`src/rtl/decode_ctrl_stage_if.sv`:
```
// ID/EX boundary bundle for decode_ctrl_stage: IF/ID handshake, EX controls and the
// registered control word.
interface decode_ctrl_stage_if;
   logic        IN_VALID;
   logic [31:0] INSTR;
   logic        IN_READY;
   logic        FLUSH;
   logic        EX_STALL;
   logic        OUT_VALID;
   logic        WRITE_ENABLE;
   logic        MEM_WRITE;
   logic        MEM_READ;
   logic        BRANCH;
   logic        JUMP;
   logic        PC_SELECT;
   logic        JAL_SELECT;
   logic        DATA_MEM_SELECT;
   logic [2:0]  IMM_PICK;
   logic [2:0]  ALU_OP;
   logic [2:0]  FUNC3_OUT;
   logic [4:0]  RD_OUT;
   logic        ILLEGAL;

   modport master (
      output IN_VALID, INSTR, FLUSH, EX_STALL,
      input  IN_READY, OUT_VALID, WRITE_ENABLE, MEM_WRITE, MEM_READ, BRANCH, JUMP,
             PC_SELECT, JAL_SELECT, DATA_MEM_SELECT, IMM_PICK, ALU_OP, FUNC3_OUT,
             RD_OUT, ILLEGAL
   );

   modport slave (
      input  IN_VALID, INSTR, FLUSH, EX_STALL,
      output IN_READY, OUT_VALID, WRITE_ENABLE, MEM_WRITE, MEM_READ, BRANCH, JUMP,
             PC_SELECT, JAL_SELECT, DATA_MEM_SELECT, IMM_PICK, ALU_OP, FUNC3_OUT,
             RD_OUT, ILLEGAL
   );
endinterface

```
`src/rtl/decode_ctrl_stage.sv`:
```
// RV32I(+M) control decoder registered into the ID/EX boundary, with valid/ready flow
// control, EX back-pressure, branch flush and load-use bubble insertion.
module decode_ctrl_stage #(
   parameter int unsigned ENABLE_M       = 1,
   parameter int unsigned LOAD_USE_STALL = 1,
   parameter int unsigned STRICT_DECODE  = 1
) (
   input logic            CLK,
   input logic            RESET_N,
   decode_ctrl_stage_if.slave ctrl
);

   typedef struct packed {
      logic       ill;
      logic       we;
      logic       mw;
      logic       mr;
      logic       br;
      logic       jump;
      logic       pcsel;
      logic       jalsel;
      logic       dms;
      logic [2:0] imm;
      logic [2:0] alu;
      logic [2:0] f3;
      logic [4:0] rd;
   } cw_t;

   typedef enum logic {RUN, STALL} state_t;

   localparam logic [6:0] OPC_OP     = 7'b0110011;
   localparam logic [6:0] OPC_LOAD   = 7'b0000011;
   localparam logic [6:0] OPC_JALR   = 7'b1100111;
   localparam logic [6:0] OPC_OPIMM  = 7'b0010011;
   localparam logic [6:0] OPC_STORE  = 7'b0100011;
   localparam logic [6:0] OPC_LUI    = 7'b0110111;
   localparam logic [6:0] OPC_AUIPC  = 7'b0010111;
   localparam logic [6:0] OPC_BRANCH = 7'b1100011;
   localparam logic [6:0] OPC_JAL    = 7'b1101111;

   localparam logic [1:0] CNT_INIT = 2'(LOAD_USE_STALL - 1);

   state_t     state_q;
   logic [1:0] cnt_q;
   logic       valid_q;
   cw_t        cw_q;
   cw_t        cw_d;
   logic       hazard;
   logic       in_ready;

   logic [6:0] opc;
   logic [2:0] f3;
   logic [6:0] f7;
   logic [4:0] rs1;
   logic [4:0] rs2;

   assign opc = ctrl.INSTR[6:0];
   assign f3  = ctrl.INSTR[14:12];
   assign f7  = ctrl.INSTR[31:25];
   assign rs1 = ctrl.INSTR[19:15];
   assign rs2 = ctrl.INSTR[24:20];

   always_comb begin
      logic ill;
      ill  = 1'b0;
      cw_d = '0;
      unique case (opc)
         OPC_OP: begin
            if (f7 == 7'b0000001) begin
               if (ENABLE_M != 0) begin
                  cw_d.we  = 1'b1;
                  cw_d.alu = 3'b110;
               end else begin
                  ill = 1'b1;
               end
            end else if (f7 == 7'b0000000 || f7 == 7'b0100000 || STRICT_DECODE == 0) begin
               cw_d.we  = 1'b1;
               cw_d.alu = 3'b000;
            end else begin
               ill = 1'b1;
            end
         end
         OPC_LOAD: begin
            if (f3 == 3'd0 || f3 == 3'd1 || f3 == 3'd2 || f3 == 3'd4 || f3 == 3'd5) begin
               cw_d.we  = 1'b1;
               cw_d.mr  = 1'b1;
               cw_d.dms = 1'b1;
               cw_d.alu = 3'b001;
            end else begin
               ill = 1'b1;
            end
         end
         OPC_JALR: begin
            if (f3 == 3'd0) begin
               cw_d.we     = 1'b1;
               cw_d.jalsel = 1'b1;
               cw_d.jump   = 1'b1;
               cw_d.alu    = 3'b010;
            end else begin
               ill = 1'b1;
            end
         end
         OPC_OPIMM: begin
            // Shift-immediates carry funct7 in the immediate field and must be checked.
            if ((f3 != 3'd1 && f3 != 3'd5) ||
                (f3 == 3'd1 && f7 == 7'b0000000) ||
                (f3 == 3'd5 && (f7 == 7'b0000000 || f7 == 7'b0100000))) begin
               cw_d.we  = 1'b1;
               cw_d.alu = 3'b011;
            end else begin
               ill = 1'b1;
            end
         end
         OPC_STORE: begin
            if (f3 == 3'd0 || f3 == 3'd1 || f3 == 3'd2) begin
               cw_d.mw  = 1'b1;
               cw_d.imm = 3'b001;
               cw_d.alu = 3'b100;
            end else begin
               ill = 1'b1;
            end
         end
         OPC_LUI: begin
            cw_d.we  = 1'b1;
            cw_d.imm = 3'b010;
            cw_d.alu = 3'b101;
         end
         OPC_AUIPC: begin
            cw_d.we    = 1'b1;
            cw_d.imm   = 3'b010;
            cw_d.pcsel = 1'b1;
            cw_d.alu   = 3'b100;
         end
         OPC_BRANCH: begin
            if (f3 != 3'd2 && f3 != 3'd3) begin
               cw_d.br    = 1'b1;
               cw_d.pcsel = 1'b1;
               cw_d.imm   = 3'b011;
               cw_d.alu   = 3'b100;
            end else begin
               ill = 1'b1;
            end
         end
         OPC_JAL: begin
            cw_d.jump   = 1'b1;
            cw_d.jalsel = 1'b1;
            cw_d.pcsel  = 1'b1;
            cw_d.imm    = 3'b100;
            cw_d.we     = 1'b1;
            cw_d.alu    = 3'b100;
         end
         default: ill = 1'b1;
      endcase
      if (ill) begin
         cw_d     = '0;
         cw_d.ill = 1'b1;
      end
      cw_d.f3 = f3;
      cw_d.rd = ctrl.INSTR[11:7];
   end

   always_comb begin
      logic uses_rs1;
      logic uses_rs2;
      uses_rs1 = !(opc == OPC_LUI || opc == OPC_AUIPC || opc == OPC_JAL);
      uses_rs2 = (opc == OPC_OP || opc == OPC_STORE || opc == OPC_BRANCH);
      hazard   = valid_q && cw_q.mr && (cw_q.rd != 5'd0) && ctrl.IN_VALID &&
                 ((uses_rs1 && rs1 == cw_q.rd) || (uses_rs2 && rs2 == cw_q.rd));
   end

   always_comb begin
      in_ready = 1'b0;
      if (!RESET_N)           in_ready = 1'b0;
      else if (ctrl.FLUSH)    in_ready = 1'b1;
      else if (ctrl.EX_STALL) in_ready = 1'b0;
      else if (state_q == RUN) in_ready = !hazard;
   end

   always_ff @(posedge CLK) begin
      if (!RESET_N) begin
         valid_q <= 1'b0;
         cw_q    <= '0;
         state_q <= RUN;
         cnt_q   <= '0;
      end else if (ctrl.FLUSH) begin
         valid_q <= 1'b0;
         cw_q    <= '0;
         state_q <= RUN;
         cnt_q   <= '0;
      end else if (!ctrl.EX_STALL) begin
         unique case (state_q)
            RUN: begin
               if (hazard) begin
                  valid_q <= 1'b0;
                  cw_q    <= '0;
                  if (LOAD_USE_STALL > 1) begin
                     state_q <= STALL;
                     cnt_q   <= CNT_INIT;
                  end
               end else if (ctrl.IN_VALID) begin
                  valid_q <= 1'b1;
                  cw_q    <= cw_d;
               end else begin
                  valid_q <= 1'b0;
                  cw_q    <= '0;
               end
            end
            STALL: begin
               valid_q <= 1'b0;
               cw_q    <= '0;
               cnt_q   <= cnt_q - 2'd1;
               if (cnt_q == 2'd1) state_q <= RUN;
            end
            default: state_q <= RUN;
         endcase
      end
   end

   assign ctrl.IN_READY        = in_ready;
   assign ctrl.OUT_VALID       = valid_q;
   assign ctrl.WRITE_ENABLE    = cw_q.we;
   assign ctrl.MEM_WRITE       = cw_q.mw;
   assign ctrl.MEM_READ        = cw_q.mr;
   assign ctrl.BRANCH          = cw_q.br;
   assign ctrl.JUMP            = cw_q.jump;
   assign ctrl.PC_SELECT       = cw_q.pcsel;
   assign ctrl.JAL_SELECT      = cw_q.jalsel;
   assign ctrl.DATA_MEM_SELECT = cw_q.dms;
   assign ctrl.IMM_PICK        = cw_q.imm;
   assign ctrl.ALU_OP          = cw_q.alu;
   assign ctrl.FUNC3_OUT       = cw_q.f3;
   assign ctrl.RD_OUT          = cw_q.rd;
   assign ctrl.ILLEGAL         = cw_q.ill;

endmodule

```
`src/flat_wrapper.sv`:
```
// flat-port wrapper written by rule: the top's interface ports become plain ports
module decode_ctrl_stage_flat 
#(
   parameter int unsigned ENABLE_M       = 1,
   parameter int unsigned LOAD_USE_STALL = 1,
   parameter int unsigned STRICT_DECODE  = 1
)
  (CLK, RESET_N, ctrl_IN_VALID, ctrl_INSTR, ctrl_FLUSH, ctrl_EX_STALL, ctrl_IN_READY, ctrl_OUT_VALID, ctrl_WRITE_ENABLE, ctrl_MEM_WRITE, ctrl_MEM_READ, ctrl_BRANCH, ctrl_JUMP, ctrl_PC_SELECT, ctrl_JAL_SELECT, ctrl_DATA_MEM_SELECT, ctrl_IMM_PICK, ctrl_ALU_OP, ctrl_FUNC3_OUT, ctrl_RD_OUT, ctrl_ILLEGAL);
  decode_ctrl_stage_if ctrl_i ();
  input logic CLK;
  input logic RESET_N;
  input wire logic [$bits(ctrl_i.IN_VALID)-1:0] ctrl_IN_VALID;
  input wire logic [$bits(ctrl_i.INSTR)-1:0] ctrl_INSTR;
  input wire logic [$bits(ctrl_i.FLUSH)-1:0] ctrl_FLUSH;
  input wire logic [$bits(ctrl_i.EX_STALL)-1:0] ctrl_EX_STALL;
  output wire logic [$bits(ctrl_i.IN_READY)-1:0] ctrl_IN_READY;
  output wire logic [$bits(ctrl_i.OUT_VALID)-1:0] ctrl_OUT_VALID;
  output wire logic [$bits(ctrl_i.WRITE_ENABLE)-1:0] ctrl_WRITE_ENABLE;
  output wire logic [$bits(ctrl_i.MEM_WRITE)-1:0] ctrl_MEM_WRITE;
  output wire logic [$bits(ctrl_i.MEM_READ)-1:0] ctrl_MEM_READ;
  output wire logic [$bits(ctrl_i.BRANCH)-1:0] ctrl_BRANCH;
  output wire logic [$bits(ctrl_i.JUMP)-1:0] ctrl_JUMP;
  output wire logic [$bits(ctrl_i.PC_SELECT)-1:0] ctrl_PC_SELECT;
  output wire logic [$bits(ctrl_i.JAL_SELECT)-1:0] ctrl_JAL_SELECT;
  output wire logic [$bits(ctrl_i.DATA_MEM_SELECT)-1:0] ctrl_DATA_MEM_SELECT;
  output wire logic [$bits(ctrl_i.IMM_PICK)-1:0] ctrl_IMM_PICK;
  output wire logic [$bits(ctrl_i.ALU_OP)-1:0] ctrl_ALU_OP;
  output wire logic [$bits(ctrl_i.FUNC3_OUT)-1:0] ctrl_FUNC3_OUT;
  output wire logic [$bits(ctrl_i.RD_OUT)-1:0] ctrl_RD_OUT;
  output wire logic [$bits(ctrl_i.ILLEGAL)-1:0] ctrl_ILLEGAL;
  assign ctrl_i.IN_VALID = ctrl_IN_VALID;
  assign ctrl_i.INSTR = ctrl_INSTR;
  assign ctrl_i.FLUSH = ctrl_FLUSH;
  assign ctrl_i.EX_STALL = ctrl_EX_STALL;
  assign ctrl_IN_READY = ctrl_i.IN_READY;
  assign ctrl_OUT_VALID = ctrl_i.OUT_VALID;
  assign ctrl_WRITE_ENABLE = ctrl_i.WRITE_ENABLE;
  assign ctrl_MEM_WRITE = ctrl_i.MEM_WRITE;
  assign ctrl_MEM_READ = ctrl_i.MEM_READ;
  assign ctrl_BRANCH = ctrl_i.BRANCH;
  assign ctrl_JUMP = ctrl_i.JUMP;
  assign ctrl_PC_SELECT = ctrl_i.PC_SELECT;
  assign ctrl_JAL_SELECT = ctrl_i.JAL_SELECT;
  assign ctrl_DATA_MEM_SELECT = ctrl_i.DATA_MEM_SELECT;
  assign ctrl_IMM_PICK = ctrl_i.IMM_PICK;
  assign ctrl_ALU_OP = ctrl_i.ALU_OP;
  assign ctrl_FUNC3_OUT = ctrl_i.FUNC3_OUT;
  assign ctrl_RD_OUT = ctrl_i.RD_OUT;
  assign ctrl_ILLEGAL = ctrl_i.ILLEGAL;
  decode_ctrl_stage #(.ENABLE_M(ENABLE_M), .LOAD_USE_STALL(LOAD_USE_STALL), .STRICT_DECODE(STRICT_DECODE)) u_core (.CLK(CLK), .RESET_N(RESET_N), .ctrl(ctrl_i));
endmodule
```
`config.mk`:
```
export PLATFORM = sky130hd
export DESIGN_NAME = decode_ctrl_stage_flat
export DESIGN_NICKNAME = d
export VERILOG_FILES = /design/src/rtl/decode_ctrl_stage_if.sv /design/src/rtl/decode_ctrl_stage.sv /design/src/flat_wrapper.sv
export SDC_FILE = /design/constraint.sdc
export NUM_CORES = 1
export LEC_CHECK = 0
export ABC_AREA = 1
export CORE_MARGIN = 5
export CORE_UTILIZATION = 40
export CTS_CLUSTER_DIAMETER = 150
export CTS_CLUSTER_SIZE = 20
export DETAILED_ROUTE_END_ITERATION = 10
export PLACE_DENSITY = 0.75
export SLEW_MARGIN = 5
export SYNTH_ARGS = -nofsm -noshare
export SYNTH_HDL_FRONTEND = slang
export SYNTH_SLANG_ARGS = --single-unit
export TNS_END_PERCENT = 30
```
`constraint.sdc`:
```
create_clock -name CLK -period 1.3 [get_ports CLK]
set_input_delay 0.195 -clock CLK [delete_from_list [all_inputs] [get_ports CLK]]
set_output_delay 0.195 -clock CLK [all_outputs]
set_load 0.05 [all_outputs]
```
After elaboration in Yosys (flattened, before gate mapping)
Cells that the tools add are included.
{"block": "totals", "register_bits": 27, "word_cells": 116, "inputBits": 37, "output_inout_bits": 25}
{"block": "op_classes", "eq_ne": 22, "muxes": 42, "add_sub_neg": 1, "n_reduce_logical": 32, "bitwise": 3}
{"cell": "two-way mux 23 bit", "n": 3}
{"cell": "one-hot mux 23 bit (2 select lines)", "n": 1}
{"cell": "== test 7 x 6 -> 1 bit (second input constant)", "n": 4}
{"cell": "two-way mux 1 bit", "n": 26}
{"cell": "one-hot mux 3 bit (8 select lines)", "n": 1}
{"cell": "== test 7 bit (second input constant)", "n": 3}
{"cell": "== test 7 x 5 -> 1 bit (second input constant)", "n": 2}
{"cell": "logical OR 1 bit", "n": 12}
{"cell": "one-hot mux 3 bit (4 select lines)", "n": 1}
{"cell": "== test 5 bit", "n": 2}
{"cell": "logical AND 1 bit", "n": 10}
{"cell": "== test 7 x 1 -> 1 bit (second input constant)", "n": 1}
{"cell": "== test 7 x 2 -> 1 bit (second input constant)", "n": 1}
{"cell": "logical NOT 7 bit", "n": 1}
{"cell": "one-hot mux 1 bit (7 select lines)", "n": 1}
{"cell": "== test 3 bit (second input constant)", "n": 2}
{"cell": "inequality test 3 x 2 -> 1 bit (second input constant)", "n": 2}
{"cell": "one-hot mux 1 bit (2 select lines)", "n": 3}
{"cell": "OR reduction 2 bit", "n": 3}
{"cell": "two-way mux 5 bit", "n": 1}
{"cell": "one-hot mux 1 bit (5 select lines)", "n": 1}
{"cell": "nonzero test 5 bit", "n": 1}
{"cell": "two-way mux 2 bit", "n": 2}
{"cell": "two-way mux 4 bit", "n": 1}
{"cell": "12 further kinds", "n": 15}

Longest topological paths before layout
Gate-level depths: netlist of the first run.
{"block": "depth", "word_depth": 12, "depth_mapped": 13, "depth_no_buf": 13}

Least setup slack after synthesis of the first run
No wires, ideal clock.
{"block": "synth_timing", "kind": "flip-flop to output port", "startpoint": "register u_core.cw_q (netlist bit u_core.ctrl.RD_OUT[1])", "endpoint": "output ctrl_IN_READY", "t_required_ps": 1105, "slack_ps": -989, "n_path_buf": 1, "arrival_time_ps": 2094, "path_stages_with_launch": 12, "path_cell_list": "dfxtp_1 -> inv_1 -> nand2_1 -> nand2_1 -> nand2_1 -> nor2_1 -> nand3_2 -> nand2_2 -> nand2_4 -> buf_6 -> nand2_1 -> a21boi_1"}
{"block": "synth_via", "elab_chain_cells": 9, "word_cells_on_any_way": 14, "classes_between": "eq/ne (2); mux (4); reduce/logical (8)"}
{"element": "start: declaration", "line": "decode_ctrl_stage.sv:46", "source": "cw_t cw_q;"}
{"element": "start signal: assignment", "line": "decode_ctrl_stage.sv:202", "source": "cw_q <= cw_d;"}
{"element": "== test 5 bit or nonzero test 5 bit (tied branches)", "line": "decode_ctrl_stage.sv:168, decode_ctrl_stage.sv:167"}
{"element": "logical AND 1 bit, on equally long branches", "line": "decode_ctrl_stage.sv:168, decode_ctrl_stage.sv:167"}
{"element": "logical OR 1 bit or logical AND 1 bit (tied branches)", "line": "decode_ctrl_stage.sv:168, decode_ctrl_stage.sv:167"}
{"element": "logical AND 1 bit (*)", "line": "decode_ctrl_stage.sv:167", "source": "hazard = valid_q && cw_q.mr && (cw_q.rd != 5'd0) && ctrl.IN_VALID &&"}
{"element": "logical NOT 1 bit (*)", "line": "decode_ctrl_stage.sv:176", "source": "else if (state_q == RUN) in_ready = !hazard;"}
{"element": "two-way mux 1 bit (*)", "line": "decode_ctrl_stage.sv:176"}
{"element": "two-way mux 1 bit (*)", "line": "decode_ctrl_stage.sv:175", "source": "else if (ctrl.EX_STALL) in_ready = 1'b0;"}
{"element": "two-way mux 1 bit (*)", "line": "decode_ctrl_stage.sv:174", "source": "else if (ctrl.FLUSH) in_ready = 1'b1;"}
{"element": "two-way mux 1 bit (*)", "line": "decode_ctrl_stage.sv:173", "source": "if (!RESET_N) in_ready = 1'b0;"}
{"element": "end: declaration", "line": "flat_wrapper.sv:16", "source": "output wire logic [$bits(ctrl_i.IN_READY)-1:0] ctrl_IN_READY;"}
Mark *: on every way between the ends. The rest lies on a longest branch, timed or not.

Worst setup path in the final report of the first run
{"block": "layout_timing", "startpoint": "input ctrl_INSTR[2]", "endpoint": "output ctrl_IN_READY"}
{"block": "layout_via", "elab_chain_cells": 12, "word_cells_on_any_way": 20, "classes_between": "eq/ne (6); mux (4); reduce/logical (10)"}
{"element": "start: declaration", "line": "flat_wrapper.sv:13", "source": "input wire logic [$bits(ctrl_i.INSTR)-1:0] ctrl_INSTR;"}
{"element": "== test 7 x 6 -> 1 bit or == test 7 x 5 -> 1 bit (tied branches)", "line": "decode_ctrl_stage.sv:165", "source": "uses_rs1 = !(opc == OPC_LUI || opc == OPC_AUIPC || opc == OPC_JAL);"}
{"element": "logical OR 1 bit (2 in series)", "line": "decode_ctrl_stage.sv:165"}
{"element": "logical NOT 1 bit", "line": "decode_ctrl_stage.sv:165"}
{"element": "logical AND 1 bit", "line": "decode_ctrl_stage.sv:168", "source": "((uses_rs1 && rs1 == cw_q.rd) || (uses_rs2 && rs2 == cw_q.rd));"}
{"element": "logical OR 1 bit (*)", "line": "decode_ctrl_stage.sv:168"}
{"element": "logical AND 1 bit (*)", "line": "decode_ctrl_stage.sv:167"}
{"element": "logical NOT 1 bit (*)", "line": "decode_ctrl_stage.sv:176"}
{"element": "two-way mux 1 bit (*)", "line": "decode_ctrl_stage.sv:176"}
{"element": "two-way mux 1 bit (*)", "line": "decode_ctrl_stage.sv:175"}
{"element": "two-way mux 1 bit (*)", "line": "decode_ctrl_stage.sv:174"}
{"element": "two-way mux 1 bit (*)", "line": "decode_ctrl_stage.sv:173"}
Marked as above.

==> results.toml, run 1 <==
[hold_path]
min_path_type = "input pin to flip-flop"
hold_start = "ctrl_INSTR[10]"

[layout]
nNetsFinal = 393
syn2layout_area_growth_pct = 82.5
final_util_pct = 75.1
drive_gt1_share_pct = 33.6
diodes = 0
stdcell_count = 404

[clock_network]
clockBufferDepth = 2
cts-root-buf = "clkbuf_8"
h-tree-depth = 1
cts_tree = "done"
clock_sinks = 25
cts.reportedPaths.clkPinSlew_ns = 0.09
worstSkewPairLatency_ns = 0.26
cts_buffers = 3

[logic_synthesis]
yosysSeqAreaShare_pct = 30.6
async_flop_share_pct = 0
syn_nets = 304
synthCells = 266
synth_area_sq_mm = 0.00164
post-synth-top-area-fraction_pct = 30.6
synth_enable_flop_cells = 0
synth_warnings = 0
synth.area.top_cells = "dfxtp_1 31%, nand2_1 17%, a21oi_1 9.5%, nor2_1 9.0%, nand4_1 6.9%"
yosys_register_bits = 25
synth_top_area_cell = "dfxtp_1"
yosysUniqueCellTypes = 29
syn_avg_cell_area_sq_um = 6.15
synthFlopType = "dfxtp_1"

[critical_path]
worst_ep_arrival_time_ns = 1.54
cp_max_fo = 3
r2r_start = "u_core.ctrl.RD_OUT[1]"
cp-start-kind = "input pin"
critPathKind = "input pin to output pin"
endpoint_kind = "output pin"
critPathLaunch = "ctrl_INSTR[2]"
crit_required_ns = 1.11

[global_routing]
grt_pass1_wl_microns = 8400
met3_usage_pct = 3.38
top_usage_layer = "met2"
grt_max_degree = 17
grt_use_met2_pct = 32.6
grt_overflow = 0
met1_usage_pct = 26.3
first_global_vias = 1857
grtUsageTotal_pct = 19.1
grt_antenna_before_repair = 0

[floorplan]
dieHeight_microns = 73.9
fp.dieArea_sq_mm = 0.00547
start_util_pct = 41.2
std_cell_rows = 23
core_sq_mm = 0.00397
io_pins = 62
die_w_microns = 73.9

[place]
dp_cells = 394
hpwl_microns = 4030
port_buffers = 61
place_ws_ns = -0.763
gp_congestion = 0.864

[job]
maxCapViolCount = 0

[power_and_ir_drop]
p_int_mw = 1.20
pwr_density_cell_mw_per_mm2 = 561
leakagePower_nw = 1.30
p_sw_uw = 476
power_frac_clock_pct = 27.2
switching_share_pct = 28.4
combinationalPowerShare_pct = 26.6
pwr-share-seq_pct = 46.3
vdd_drop_max_uv = 583

[status]
violations = "negative setup slack"
status = "complete, but fails checks"

[route]
wl_per_cell_microns = 12.7
drc = 0
drt_iter0_drc = 108
vias = 1969
drt-total-wl_microns = 5130
antenna_left = 0
drt-pass1-iter-count = 4
vias_per_cell = 4.87

[timing]
worst_pin_slew_ns = 0.382
hold_viol = 0
min_period_ns = 1.74
max-slew-margin-rel_pct = 74.5
clock.fmax_mhz = 575
setup_viol = 22
layout_setup_ws_ns = -0.438
finalCritPeriodShare_pct = 134
final-max-slew-violation-count = 0
clock_skew_ns = 0.00155
rsz0062_at_grt = "true"
cell usage after synthesis (2+ instances only):
library cell / count
inv_1: 26
inv_2: 3
xnor2_1: 5
nand2_2: 3
clkbuf_1: 7
nand3_1: 14
nor2_1: 39
nand2_1: 74
buf_4: 2
nand3_2: 2
a21oi_1: 31
dfxtp_1: 25
nor3_1: 2
nand4_1: 18
sequential cells by signal, indices dropped and copies added (netlist names):
register and cells:
u_core.ctrl.MEM_READ 1, u_core.ctrl.MEM_WRITE 1, u_core.ctrl.IMM_PICK 3, u_core.cnt_q 2, u_core.state_q 1, u_core.ctrl.FUNC3_OUT 3, u_core.ctrl.BRANCH 1, u_core.ctrl.WRITE_ENABLE 1
u_core.ctrl.ILLEGAL 1, u_core.ctrl.PC_SELECT 1, u_core.ctrl.RD_OUT 5, u_core.ctrl.JUMP 1, u_core.ctrl.OUT_VALID 1, u_core.ctrl.ALU_OP 3
cell families after synthesis:
logic type,count (synthesis),share of synthesized area (%)
flops,25,30.6
xor+xnor,5,2.68
simple gates,157,43.5
fa+ha+maj,1,0.765
compound gates,37,12.1
buf+inv,41,10.4
worst max-delay path: stages:
cell and delay, ns:
dlygate4sd2_1 0.27, buf_4 0.15, nor2_4 0.09, nand2_2 0.08
a21oi_2 0.14, nand4_1 0.14, nand2_2 0.14, nand2_4 0.07
nand2_4 0.07, a21boi_4 0.05, buf_12 0.14
area by class of cell:
type / instances / area (sq um)
inverters: 31 / 124
fillers: 307 / 987
flip-flops and latches: 25 / 522
clock inverters: 1 / 5.00
repair buffers: 94 / 1110
well taps: 50 / 62.6
clock buffers: 3 / 41.3
multi-input cells: 200 / 1110
cells in the final DEF, fill, tap and decap left out, types with 2 or more instances in the layout:
cell,n
nor2_2,7
nand2_2,7
dfxtp_4,5
nand4_1,18
a21oi_1,22
inv_1,20
xnor2_2,3
clkbuf_8,3
inv_2,9
buf_12,25
dfxtp_1,18
nand2_4,6
xnor2_1,2
dlymetal6s2s_1,3
buf_4,30
dfxtp_2,2
nor2_4,2
nor2_1,31
clkdlybuf4s50_1,22
nand3_1,13
a21oi_2,9
dlygate4sd2_1,10
buf_6,3
nand2_1,65
nand3_2,3
stage by stage:
step                      hold slack [ns]  instance area (sq um)  total power [mW]  setup TNS, ns
after global routing                0.480                   2980              1.75          -9.41
after detailed placement            0.473                   2750              1.21         -15.79
after CTS                           0.467                   2900              1.67          -5.44
after floorplan                     0.328                   1680             0.963          -1.26
after global placement              0.463                   2750              1.20         -15.07
final                               0.467                   2980              1.68          -7.27
per-layer routing:
| metal | share of wire [%] | wire (microns) |
|---|---|---|
| met1 | 45 | 2290 |
| met2 | 50 | 2580 |
| met3 | 4.6 | 238 |
| met4 | 0.25 | 13 |
| met5 | 0 | 0 |
power groups by stage:
stage / sequential (mW) / combinational [mW] / clock (mW)
after floorplan: 0.814 / 0.148 / 0
after global placement: 0.792 / 0.410 / 0
after detailed placement: 0.792 / 0.414 / 0
after CTS: 0.775 / 0.427 / 0.465
after global routing: 0.776 / 0.480 / 0.496
final: 0.775 / 0.445 / 0.455
worst paths after layout:
path / end / slack (ns) / cells past startpoint
max: ctrl_IN_READY / -0.44 / 11
min: u_core.ctrl.RD_OUT[3] / 0.47 / 3
max reg2reg: u_core.ctrl.BRANCH / -0.39 / 12
min reg2reg: u_core.cnt_q[1] / 0.48 / 2
timing repair:
item / in CTS / in global routing
setup buffers: 3 / 2
pin swaps: 22 / 16
setup endpoints to repair: 22 / 22
gates cloned: 1 / 0
resized for setup: 34 / 25
hold buffers: 0 / 0
Note: power is estimated with default switching activity, not from simulation.
==> run 2: changes to the inputs <==
--- a/config.mk
+++ b/config.mk
@@ -5,13 +5,14 @@
 export SDC_FILE = /design/constraint.sdc
 export NUM_CORES = 1
 export LEC_CHECK = 0
-export ABC_AREA = 1
 export CORE_MARGIN = 5
-export CORE_UTILIZATION = 40
+export CORE_UTILIZATION = 37
 export CTS_CLUSTER_DIAMETER = 150
 export CTS_CLUSTER_SIZE = 20
 export DETAILED_ROUTE_END_ITERATION = 10
-export PLACE_DENSITY = 0.75
+export GPL_TIMING_DRIVEN = 0
+export PLACE_DENSITY = 0.73
+export SKIP_CTS_REPAIR_TIMING = 1
 export SLEW_MARGIN = 5
 export SYNTH_ARGS = -nofsm -noshare
 export SYNTH_HDL_FRONTEND = slang
==> run 2 against run 1 <==
  * Critical path type is now flip-flop to output pin
  * Die area fell by 8.2%
  * Synthesized cell count shrank 42%
  * The run still ends with negative setup slack left
  * Largest cell class unchanged
  * Clock-buffer cell count unchanged
  * Critical path depth down 5
==> results.toml, run 2 <==
[status]
status = "complete, but fails checks"
violations = "negative setup slack"

[power_and_ir_drop]
pwr_density_cell_mw_per_mm2 = 695
combinationalPowerShare_pct = 22.1
leakagePower_nw = 1.15
p_int_mw = 1.17
p_sw_uw = 409
vdd_drop_max_uv = 468
power_frac_clock_pct = 28.5
switching_share_pct = 25.9
pwr-share-seq_pct = 49.4

[global_routing]
grt_antenna_before_repair = 0
grtUsageTotal_pct = 16.7
grt_max_degree = 15
grt_pass1_wl_microns = 6780
met3_usage_pct = 3.27
grt_overflow = 0
grt_use_met2_pct = 27.4
first_global_vias = 1477
top_usage_layer = "met2"
met1_usage_pct = 20.4

[route]
drc = 0
antenna_left = 0
vias = 1458
drt-pass1-iter-count = 4
drt_iter0_drc = 74
drt-total-wl_microns = 4350
wl_per_cell_microns = 15.8
vias_per_cell = 5.30

[critical_path]
crit_required_ns = 1.11
r2r_setup_slack_ns = -0.95
r2r_start = "u_core.ctrl.RD_OUT[3]"
endpoint_kind = "output pin"
cp_max_fo = 2
worst_ep_arrival_time_ns = 2.09
crit_end = "ctrl_IN_READY"
crit_path_top_delay_cell = "or4_4"
path_cells = "or4_4 > o2111ai_4 > nor3_2 > nor4_2 > o21a_2 > buf_6"
reg2reg_to = "u_core.ctrl.RD_OUT[3]"
cp-start-kind = "flip-flop"
critPathLaunch = "u_core.ctrl.RD_OUT[3]"
critPathKind = "flip-flop to output pin"
r2r_cells = 8
cpPeakStageDelay_ns = 0.55

[place]
port_buffers = 60
dpl_cell_area_sq_mm = 0.00206
place_ws_ns = -1.78
hpwl_microns = 3260
gp_congestion = 0.924
dp_cells = 263

[clock_network]
cts_buffers = 3
h-tree-depth = 1
clockBufferDepth = 2
worstSkewPairLatency_ns = 0.27
cts.reportedPaths.clkPinSlew_ns = 0.08
cts-root-buf = "clkbuf_8"
clock_sinks = 25
cts_tree = "done"

[timing]
clock.fmax_mhz = 438
whs_ns = 0.469
worst_pin_slew_ns = 0.656
clock_skew_ns = 0.00202
final-max-slew-violation-count = 0
min_period_ns = 2.28
rsz0062_at_grt = "true"
hold_viol = 0
max-slew-margin-rel_pct = 56.3
layout_setup_ws_ns = -0.984
finalCritPeriodShare_pct = 176
setup_viol = 24

[floorplan]
dieHeight_microns = 70.8
io_pins = 62
std_cell_rows = 22
fp.dieArea_sq_mm = 0.00502
start_util_pct = 37.7
die_w_microns = 70.8
core_sq_mm = 0.00363

[logic_synthesis]
yosys_register_bits = 25
synth_area_sq_mm = 0.00137
async_flop_share_pct = 0
post-synth-top-area-fraction_pct = 36.6
syn_avg_cell_area_sq_um = 8.83
yosysMostFrequentCell = "dfxtp_1"
synthFlopType = "dfxtp_1"
synth.area.top_cells = "dfxtp_1 37%, a22o_1 7.0%, xnor2_1 7.0%, a22o_2 5.9%, nor2_1 3.3%"
synthCells = 155
synthTopCellsByCount = "25 x dfxtp_1, 12 x nor2_1, 11 x a22o_1, 11 x nand2_1, 11 x xnor2_1"
synth_enable_flop_cells = 0
yosysSeqAreaShare_pct = 36.6
synth_top_area_cell = "dfxtp_1"
synth_warnings = 0
syn_nets = 193
yosysUniqueCellTypes = 41

[layout]
largest_register_ffs = 5
final_util_pct = 62.4
drive_gt1_share_pct = 22.9
nFillCells = 311
final_common_cell = "clkdlybuf4s50_1"
diodes = 0
syn2layout_area_growth_pct = 65.5
stdcell_count = 275
fin_area_sq_mm = 0.00227
layout_common_cells = "32 x clkdlybuf4s50_1, 21 x dfxtp_1, 16 x dlymetal6s2s_1, 12 x nor2_1"
nNetsFinal = 266

[hold_path]
min_path_type = "input pin to flip-flop"

[job]
maxCapViolCount = 0
==> run 2: cell types whose count changed after synthesis, moves of 5 or more <==
cell	change
o21ai_0	+5
a22o_2	+8
xnor2_1	+6
a22o_1	+11
inv_1	-22
nor2_1	-27
nand2_1	-63
nand4_1	-17
nand3_1	-9
a21oi_1	-25
==> run 2: worst min path at each step <==
stage	start	end	slack, ns	cells after the start
floorplan	ctrl_INSTR[8]	u_core.ctrl.RD_OUT[1]	0.33	1
global placement	u_core.ctrl.MEM_WRITE	u_core.ctrl.MEM_WRITE	0.45	1
detailed placement	u_core.ctrl.FUNC3_OUT[0]	u_core.ctrl.FUNC3_OUT[0]	0.46	1
CTS	u_core.ctrl.MEM_WRITE	u_core.ctrl.MEM_WRITE	0.48	1
global route	u_core.ctrl.WRITE_ENABLE	u_core.ctrl.WRITE_ENABLE	0.50	1
finish	ctrl_INSTR[0]	u_core.ctrl.ILLEGAL	0.47	5
==> run 2: layer usage <==
metal	vias to the layer above	share of wire, %	wire, microns
met5	-	0	0
li1	718	-	-
met3	16	5.0	219
met1	678	42	1830
met2	46	49	2150
met4	0	3.6	155
==> run 2: power by group through the flow <==
| stage | Sequential, mW | Combinational (mW) | Clock (mW) |
|---|---|---|---|
| floorplan | 0.821 | 0.115 | 0 |
| global placement | 0.796 | 0.305 | 0 |
| detailed placement | 0.796 | 0.314 | 0 |
| CTS | 0.778 | 0.315 | 0.466 |
| global route | 0.779 | 0.370 | 0.500 |
| finish | 0.778 | 0.348 | 0.449 |
==> run 2: metrics by stage <==
step,power (mW),setup TNS (ns)
after floorplan,0.936,-17.42
after global placement,1.10,-31.40
after detailed placement,1.11,-31.75
after CTS,1.56,-32.74
after global routing,1.65,-22.78
final,1.58,-21.08
==> run 2: layout make-up <==
class,instances,area [sq um],area share (%)
multi-input combinational,118,901,39.8
timing repair buffer,68,676,29.8
sequential,25,510,22.5
tap,48,60.1,2.65
buffer,8,57.6,2.54
clock buffer,3,41.3,1.82
inverter,4,15.0,0.663
clock inverter,1,5.00,0.221
==> run 2: cell families (layout without fill, tap and decap cells) <==
logic type      Yosys count  in the layout  synth area share [%]
compound gates           47             47                  26.7
xor+xnor                 11             11                  7.04
fa+ha+maj                 1              1                 0.914
buf+inv                  12             84                  4.93
flops                    25             25                  36.6
simple gates             59             59                  23.9
==> run 2: critical path: cells and delay by family, from the launching register on <==
family | cells | cell delay [ns]
simple gates | 3 | 0.93
buf+inv | 1 | 0.15
flops | 1 | 0.35
compound gates | 2 | 0.39
==> run 3: changes to the inputs <==
--- a/config.mk
+++ b/config.mk
@@ -11,6 +11,7 @@
 export CTS_CLUSTER_SIZE = 20
 export DETAILED_ROUTE_END_ITERATION = 10
 export GPL_TIMING_DRIVEN = 0
+export MAX_ROUTING_LAYER = met4
 export PLACE_DENSITY = 0.73
 export SKIP_CTS_REPAIR_TIMING = 1
 export SLEW_MARGIN = 5
==> run 3 against run 2 <==
  * The run still ends with negative setup slack left
  * Combinational power hardly changed
  * Critical path depth stayed put
  * Register-to-register slack hardly changed
  * Sequential share of layout area stayed put
  * Die area stayed put
  * Sequential power hardly changed
  * Cell area stayed put
  * Flip-flop and latch count stayed put
  * Via count is 0.27% lower
  * Critical endpoint unchanged
  * Highest routed layer unchanged
==> results.toml, run 3 (same netlist as run 2, synthesis figures left out) <==
[status]
status = "complete, but fails checks"
violations = "negative setup slack"

[floorplan]
std_cell_rows = 22
core_sq_mm = 0.00363
fp.dieArea_sq_mm = 0.00502
io_pins = 62
start_util_pct = 37.7
die_w_microns = 70.8
dieHeight_microns = 70.8

[power_and_ir_drop]
leakagePower_nw = 1.15
pwr_density_cell_mw_per_mm2 = 694
power_mw = 1.57
vdd_drop_max_uv = 467

[route]
vias_per_cell = 5.29
drt-total-wl_microns = 4340
wl_per_cell_microns = 15.8
drt_iter0_drc = 81
drc = 0
vias = 1454
drt-pass1-iter-count = 4
antenna_left = 0

[critical_path]
path_cells = "or4_4 > o2111ai_4 > nor3_2 > nor4_2 > o21a_2 > buf_6"
path_delay_family = "simple AND/OR/NAND/NOR gates"
cp-start-kind = "flip-flop"
endpoint_kind = "output pin"
cp_max_fo = 2
critPathBufInv = 1
crit_path_top_delay_cell = "or4_4"
critPathKind = "flip-flop to output pin"
cpPeakStageDelay_ns = 0.55
worst_ep_arrival_time_ns = 2.09
crit_required_ns = 1.11

[clock_network]
cts_tree = "done"
worstSkewPairLatency_ns = 0.27
clockBufferDepth = 2
cts_buffers = 3
h-tree-depth = 1
clock_sinks = 25
cts.reportedPaths.clkPinSlew_ns = 0.08
cts-root-buf = "clkbuf_8"

[place]
hpwl_microns = 3260
dp_cells = 263
port_buffers = 60
gp_congestion = 0.940

[global_routing]
grtUsageTotal_pct = 17.2
grt_pass1_wl_microns = 6780
met3_usage_pct = 2.70
grt_overflow = 0
grt_use_met2_pct = 27.4
grt_antenna_before_repair = 0
met1_usage_pct = 20.8
first_global_vias = 1478
top_usage_layer = "met2"
grt_max_degree = 15

[layout]
syn2layout_area_growth_pct = 65.5
nNetsFinal = 266
diodes = 0
largest_register_ffs = 5
stdcell_count = 275
drive_gt1_share_pct = 22.9
final_common_cell = "clkdlybuf4s50_1"
layout_common_cells = "32 x clkdlybuf4s50_1, 21 x dfxtp_1, 16 x dlymetal6s2s_1, 12 x nor2_1"

[timing]
finalSetupTns_ns = -21.06
rsz0062_at_grt = "true"
final-max-slew-violation-count = 0
finalCritPeriodShare_pct = 176
min_period_ns = 2.28
worst_pin_slew_ns = 0.659
clock.fmax_mhz = 438
max-slew-margin-rel_pct = 56.0
hold_viol = 0
layout_setup_ws_ns = -0.984
setup_viol = 24
clock_skew_ns = 0.00174
whs_ns = 0.464

[job]
maxCapViolCount = 0

[hold_path]
min_path_type = "input pin to flip-flop"
## run 3: cell counts in the layout (fill, tap and decap cells not counted)
No cell type changed its count.
## run 3: layer usage
metal | share of wire (%) | routed length, microns
met5 | 0 | 0
met1 | 42 | 1830
met3 | 4.7 | 202
met2 | 50 | 2160
met4 | 3.2 | 139
## run 3: path summary, 6_finish.rpt
| kind | start | to | slack (ns) | cells past startpoint |
|---|---|---|---|---|
| setup / recovery | u_core.ctrl.RD_OUT[3] | ctrl_IN_READY | -0.98 | 6 |
| hold / removal | ctrl_INSTR[0] | u_core.ctrl.ILLEGAL | 0.46 | 5 |
| setup reg to reg | u_core.ctrl.RD_OUT[3] | u_core.ctrl.RD_OUT[3] | -0.95 | 8 |
| hold reg to reg | u_core.ctrl.ILLEGAL | u_core.ctrl.ILLEGAL | 0.48 | 1 |
## run 3: area by class of cell
cell class / instances / area, sq um
fill: 311 / 1370
multi-input combinational: 118 / 901
timing repair buffer: 68 / 676
sequential: 25 / 510
tap: 48 / 60.1
buffer: 8 / 57.6
clock buffer: 3 / 41.3
inverter: 4 / 15.0
clock inverter: 1 / 5.00
## run 3: worst reg2reg max path, stage by stage (launching register included)
cell	delay [ns]
dfxtp_4	0.35
or4_4	0.55
o2111ai_4	0.21
nor3_2	0.06
nor4_2	0.32
buf_4	0.18
and3_4	0.24
clkbuf_16	0.17
a22o_4	0.11
## run 3: stage by stage
stage               util (%)  setup slack, ns  area, sq um
finish                  62.4           -0.984         2270
detailed placement      56.6            -1.78         2060
floorplan                  -           -0.795         1400
global placement        56.6            -1.77         2060
CTS                     57.9            -1.78         2100
global route            62.4            -1.07         2270
## run 3: power by group
part | internal (mW) | switching, mW
logic | 0.183 | 0.165
registers | 0.769 | 0.00849
clock network | 0.214 | 0.233
